==> config.mk <==
export PLATFORM = sky130hd
export DESIGN_NAME = fix_conn_mgr
export DESIGN_NICKNAME = d
export VERILOG_FILES = /design/src/rtl/fix_conn_mgr.sv
export SDC_FILE = /design/constraint.sdc
export NUM_CORES = 1
export LEC_CHECK = 0
export BUFFER_PORTS_ARGS = -buffer_cell sky130_fd_sc_hd__buf_4
export CAP_MARGIN = 20
export CORE_MARGIN = 10
export CORE_UTILIZATION = 50
export DETAILED_ROUTE_END_ITERATION = 7
export GPL_ROUTABILITY_DRIVEN = 0
export MAX_ROUTING_LAYER = met4
export PLACE_DENSITY = 0.79
export SLEW_MARGIN = 30
export SYNTH_ARGS = -nofsm -noshare
export SYNTH_HDL_FRONTEND = slang
export SYNTH_SLANG_ARGS = --single-unit
==> constraint.sdc <==
create_clock -name clk -period 2.41 [get_ports clk]
set_input_delay 0.3615 -clock clk [delete_from_list [all_inputs] [get_ports clk]]
set_output_delay 0.3615 -clock clk [all_outputs]
set_load 0.01 [all_outputs]
==> src/rtl/fix_conn_mgr.sv <==
// fix_conn_mgr -- multi-host connection manager for the FIX engine.
//
// Application connect/disconnect requests for NUM_HOSTS hosts become
// single-cycle requests towards the TOE FIFOs. Each connect attempt waits
// TIMEOUT_CYC cycles for the TOE to report the connection. The request is
// repeated up to MAX_RETRY times, and then a failure pulse is reported.
// All outputs are registered.
//
// Optional feature macro: FIX_CONN_STATS_EN (adds retry/fail statistics).
//
// Ports:
//   clk, rst                  clock, synchronous active-high reset
//   connect_i / _to_host_i    connect request (taken only while ready_o)
//   disconnect_i / _host_i    disconnect request (taken every cycle)
//   connected_i / _host_addr_i TOE connection-established pulse + host
//   connect_req_o / _addr_o   one-cycle connect request + pending host
//   disconnect_o / _host_num_o one-cycle disconnect request + host
//   ready_o                   idle, a new connect can be accepted
//   host_up_o                 per-host connected flags
//   connect_fail_o / fail_host_o one-cycle failure pulse + host
//   retry_cnt_o, fail_cnt_o   (FIX_CONN_STATS_EN only) saturating counters
module fix_conn_mgr #(
    parameter int NUM_HOSTS   = 4,
    parameter int HOST_W      = $clog2(NUM_HOSTS),
    parameter int TIMEOUT_CYC = 64,
    parameter int MAX_RETRY   = 3
) (
    input  logic                 clk,
    input  logic                 rst,
    input  logic                 connect_i,
    input  logic [HOST_W-1:0]    connect_to_host_i,
    input  logic                 disconnect_i,
    input  logic [HOST_W-1:0]    disconnect_host_i,
    input  logic                 connected_i,
    input  logic [HOST_W-1:0]    connected_host_addr_i,
    output logic                 connect_req_o,
    output logic [HOST_W-1:0]    connect_addr_o,
    output logic                 disconnect_o,
    output logic [HOST_W-1:0]    disconnect_host_num_o,
    output logic                 ready_o,
    output logic [NUM_HOSTS-1:0] host_up_o,
    output logic                 connect_fail_o,
    output logic [HOST_W-1:0]    fail_host_o
`ifdef FIX_CONN_STATS_EN
    ,
    output logic [7:0]           retry_cnt_o,
    output logic [7:0]           fail_cnt_o
`endif
);

    localparam int TMR_W = $clog2(TIMEOUT_CYC);
    localparam int RTY_W = $clog2(MAX_RETRY + 2);
    localparam logic [TMR_W-1:0] TMR_LAST = TMR_W'(TIMEOUT_CYC - 1);
    localparam logic [RTY_W-1:0] RTY_MAX  = RTY_W'(MAX_RETRY);

    typedef enum logic [1:0] {
        IDLE,
        REQ,
        WAIT,
        FAIL
    } state_t;

    state_t                 state_q, state_n;
    logic [TMR_W-1:0]       timer_q, timer_n;
    logic [RTY_W-1:0]       retry_q, retry_n;
    logic [HOST_W-1:0]      pending_n;
    logic [NUM_HOSTS-1:0]   host_up_n;
    logic                   conn_match;

    // connect_addr_o doubles as the pending-host register.
    assign conn_match = connected_i && (connected_host_addr_i == connect_addr_o);

    always_comb begin
        state_n   = state_q;
        timer_n   = timer_q;
        retry_n   = retry_q;
        pending_n = connect_addr_o;
        host_up_n = host_up_o;

        case (state_q)
            IDLE: begin
                // A disconnect of the same host in the same cycle wins.
                if (connect_i && !host_up_o[connect_to_host_i] &&
                    !(disconnect_i && (disconnect_host_i == connect_to_host_i))) begin
                    pending_n = connect_to_host_i;
                    retry_n   = '0;
                    state_n   = REQ;
                end
            end
            REQ: begin
                timer_n = '0;
                if (conn_match) begin
                    host_up_n[connect_addr_o] = 1'b1;
                    state_n = IDLE;
                end else begin
                    state_n = WAIT;
                end
            end
            WAIT: begin
                timer_n = timer_q + 1'b1;
                if (conn_match) begin
                    host_up_n[connect_addr_o] = 1'b1;
                    state_n = IDLE;
                end else if (timer_q == TMR_LAST) begin
                    if (retry_q < RTY_MAX) begin
                        retry_n = retry_q + 1'b1;
                        state_n = REQ;
                    end else begin
                        state_n = FAIL;
                    end
                end
            end
            FAIL: begin
                state_n = IDLE;
            end
            default: begin
                state_n = IDLE;
            end
        endcase

        // Disconnect is applied last so it overrides a same-cycle connect
        // completion and aborts an in-flight attempt for the same host.
        if (disconnect_i) begin
            host_up_n[disconnect_host_i] = 1'b0;
            if (((state_q == REQ) || (state_q == WAIT)) &&
                (disconnect_host_i == connect_addr_o)) begin
                state_n = IDLE;
            end
        end
    end

    always_ff @(posedge clk) begin
        if (rst) begin
            state_q               <= IDLE;
            timer_q               <= '0;
            retry_q               <= '0;
            connect_addr_o        <= '0;
            host_up_o             <= '0;
            ready_o               <= 1'b1;
            connect_req_o         <= 1'b0;
            disconnect_o          <= 1'b0;
            disconnect_host_num_o <= '0;
            connect_fail_o        <= 1'b0;
            fail_host_o           <= '0;
        end else begin
            state_q        <= state_n;
            timer_q        <= timer_n;
            retry_q        <= retry_n;
            connect_addr_o <= pending_n;
            host_up_o      <= host_up_n;
            ready_o        <= (state_n == IDLE);
            connect_req_o  <= (state_n == REQ);
            connect_fail_o <= (state_n == FAIL);
            if (state_n == FAIL) begin
                fail_host_o <= connect_addr_o;
            end
            disconnect_o <= disconnect_i;
            if (disconnect_i) begin
                disconnect_host_num_o <= disconnect_host_i;
            end
        end
    end

`ifdef FIX_CONN_STATS_EN
    logic retry_ev, fail_ev;

    assign retry_ev = (state_q == WAIT) && (state_n == REQ);
    assign fail_ev  = (state_n == FAIL);

    always_ff @(posedge clk) begin
        if (rst) begin
            retry_cnt_o <= '0;
            fail_cnt_o  <= '0;
        end else begin
            if (retry_ev && (retry_cnt_o != 8'hFF)) begin
                retry_cnt_o <= retry_cnt_o + 8'd1;
            end
            if (fail_ev && (fail_cnt_o != 8'hFF)) begin
                fail_cnt_o <= fail_cnt_o + 8'd1;
            end
        end
    end
`endif

endmodule

==> impl_results.md <==
- Post-Syn Nets: 163
- DRT Pass-1 Iters: 4
- Worst Setup End Kind: register
- CTS Buf Count: 3
- Vias per cell: 5.61
- HPWL after DPL: 2240 um
- Fin. max-slew vios: 0
- Hold Path Stages: 2
- Gate Count Post-Synth: 147
- Crit path cell chain: inv_1, ha_1, inv_1, nor4_1, o31ai_1, a221oi_2, mux2i_1
- Die height: 71.6 um
- Tmin final: 2.06 ns
- Seq/Total Area, Yosys: 0.376
- CORE AREA: 2500 um^2
- Layout Utilization: 0.605
- DRT iter0 DRCs: 53
- Most frequent CP cell: inv_1
- Yosys cell types: 41
- Status: finished, final reports clean
- H-tree depth: 1
- Peak supply drop: 340 uV
- RSZ-0062 raised after global routing: false
- Pwr Density: 541 nW/um^2
- Critical path class: register to register
- Number of synthesis warnings: 0
- FILL cells: 229
- Post-synth EDFFs: 0
- Die Width: 71.6 um
- CTS Root Cell: clkbuf_4
- CP max FO: 8
- Num rows: 18
- Clock Skew: 0.00144 ns
- GRT overflow: 0
- R2R setup slack: 0.35 ns
- DRC viols: 0
- Crit path DAT: 2.32 ns
- Async S/R FF share, synth: 0
- # resized after CTS: 0
- #FFs+latches synth: 25
- Post-CTS Hold Buffers: 0
- PortBufs: 24
- Hold Crit Class: input port to register
- Sink Count: 25
- Total negative setup slack: 0 ns
- Hold Crit Start: disconnect_host_i[0]
- Wirelength per Cell: 14.4 um
- Ports: 25
- Crit path required time: 2.67 ns
- Largest stage delay, worst path: 0.36 ns
- # Max-Cap Violations: 0
- Post-Route WL: 2840 um
- Worst Reg-to-Reg Cells: 7
- Final ANT Viol Nets: 0
- Proportion of layout cells with a drive suffix above 1: 0.220
- First-pass GRT wire length: 4980 um
- Origin of the critical flop-to-flop path: state_q[0]$_SDFF_PP0_
- Initial Util: 0.533
- Area grow syn2layout: 13.5%
- Worst setup SP type: register
- Largest net degree at the start of global routing: 21
- Mapped cell area: 1330 um^2
- Peak Freq: 486 MHz
- Relative slew margins: 0.706
- Antenna violations before repair: 0
- Vias in the first global route: 1,115
- # diodes: 0
- Crit path from: state_q[0]$_SDFF_PP0_
- Top FF cell, synth: dfxtp_1
- Nets@finish: 185
- Clock buffer depth: 2
- Vias: 1,110
- Final setup violation count: 0
- Slowest-stage cell, CP: dfxtp_1
- Worst Max-Slew Pin Slew: 0.437 ns
- Total GRT Usage: 0.118
- Static Leak: 0.607 nW
- Full die area: 5130 um^2
- CTS tree: yes
- Postcts setup bufs: 0
- Hold Fails Final Rpt: 0
- Syn avg cell area: 9.06 um^2
- Reg clk slew, reported paths: 0.13 ns
- Clock latency on the worst-skew pair: 0.32 ns
- Period utilization: 0.854
## cells in the mapped netlist (2+ instances only)
| library cell | number | share of area |
|---|---|---|
| mux2i_1 | 3 | 0.023 |
| a31oi_1 | 2 | 0.0094 |
| inv_1 | 10 | 0.028 |
| a41oi_1 | 5 | 0.033 |
| nor2_1 | 9 | 0.025 |
| a21o_1 | 2 | 0.011 |
| buf_4 | 2 | 0.011 |
| nand3_1 | 2 | 0.0075 |
| dfxtp_1 | 25 | 0.38 |
| xor2_1 | 2 | 0.013 |
| clkbuf_8 | 2 | 0.021 |
| nor3_1 | 4 | 0.015 |
| buf_6 | 2 | 0.017 |
| o21ai_0 | 4 | 0.015 |
| nand2_1 | 10 | 0.028 |
| buf_2 | 2 | 0.0075 |
| xnor2_1 | 6 | 0.039 |
| or3_1 | 3 | 0.014 |
| nand2b_1 | 7 | 0.033 |
| o21a_1 | 3 | 0.017 |
| a21oi_1 | 15 | 0.056 |
| nand4_1 | 3 | 0.014 |
| ha_1 | 5 | 0.047 |
| a311oi_1 | 2 | 0.013 |
## per-stage QoR
stage	cell area (um^2)	power [W]	setup slack, ns	hold slack (ns)	instances
2_1_floorplan	1330	0.000592	0.503	0.441	147
3_3_place_gp	1490	0.000639	0.348	0.457	194
3_5_place_dp	1490	0.000643	0.291	0.465	194
4_1_cts	1510	0.000828	0.368	0.273	198
5_1_grt	1510	0.000866	0.151	0.265	198
6_report	1510	0.000819	0.352	0.290	198
## state kept, by name (all words and copies together) (netlist names)
| signal | cells |
|---|---|
| connect_addr_o | 2 |
| connect_fail_o | 1 |
| connect_req_o | 1 |
| disconnect_host_num_o | 2 |
| disconnect_o | 1 |
| fail_host_o | 2 |
| host_up_o | 4 |
| ready_o | 1 |
| retry_q | 3 |
| state_q | 2 |
| timer_q | 6 |
## critical path, delay by kind of cell, from the launching register on
kind                     cells  cell delay (ns)
AO/OA/AOI/OAI                2             0.52
adder cells (fa/ha/maj)      1             0.34
buffers and inverters        2             0.24
flip-flops                   1             0.36
multiplexers                 1             0.21
AND/OR/NAND/NOR              1             0.33
## power by group
part | switching (W) | leakage, nW | internal (W)
logic | 0.000109 | 0.389 | 0.0000846
registers | 0.00000967 | 0.203 | 0.000431
clock network | 0.000120 | 0.0150 | 0.0000648
total | 0.000239 | 0.607 | 0.000580
## layout by cell type, fill, tap and decap left out, types with 2 or more instances in the layout
cell type,n
buf_4,26
dfxtp_1,25
a21oi_1,15
inv_1,10
nand2_1,10
nor2_1,9
nand2b_1,7
xnor2_1,6
a41oi_1,5
ha_1,5
nor3_1,4
o21ai_0,4
or3_1,3
nand4_1,3
mux2i_1,3
o21a_1,3
clkbuf_4,3
nand3_1,2
a21o_1,2
xor2_1,2
a31oi_1,2
a311oi_1,2
## area by class of cell
type	instances	area [um^2]	share of cell area
clock buffers	4	26.3	0.0174
multi-input cells	103	716	0.473
inverters	10	37.5	0.0248
well taps	30	37.5	0.0248
repair buffers	26	195	0.129
flip-flops and latches	25	500	0.331
## kinds of logic (layout without fill, tap and decap cells)
family | after synthesis | after routing | synth area share
flops | 25 | 25 | 0.376
simple gates | 48 | 48 | 0.190
fa+ha+maj | 5 | 5 | 0.0469
xor+xnor | 8 | 8 | 0.0526
compound gates | 37 | 37 | 0.198
buf+inv | 19 | 40 | 0.0873
mux | 5 | 5 | 0.0498
## final timing paths
path | end
max reg2reg | fail_host_o[0]$_SDFFE_PP0N_
max | fail_host_o[0]$_SDFFE_PP0N_
min | host_up_o[3]$_SDFF_PP0_
min reg2reg | fail_host_o[1]$_SDFFE_PP0N_
## routing by layer
layer | routed length (um) | share of wire | track usage | vias up
met4 | 38 | 0.013 | 0.0452 | 0
met3 | 120 | 0.042 | 0.0317 | 4
met2 | 1320 | 0.46 | 0.187 | 28
met5 | 0 | 0 | - | -
li1 | - | - | - | 564
met1 | 1360 | 0.48 | 0.138 | 514
Note: power is estimated with default switching activity, not from simulation.
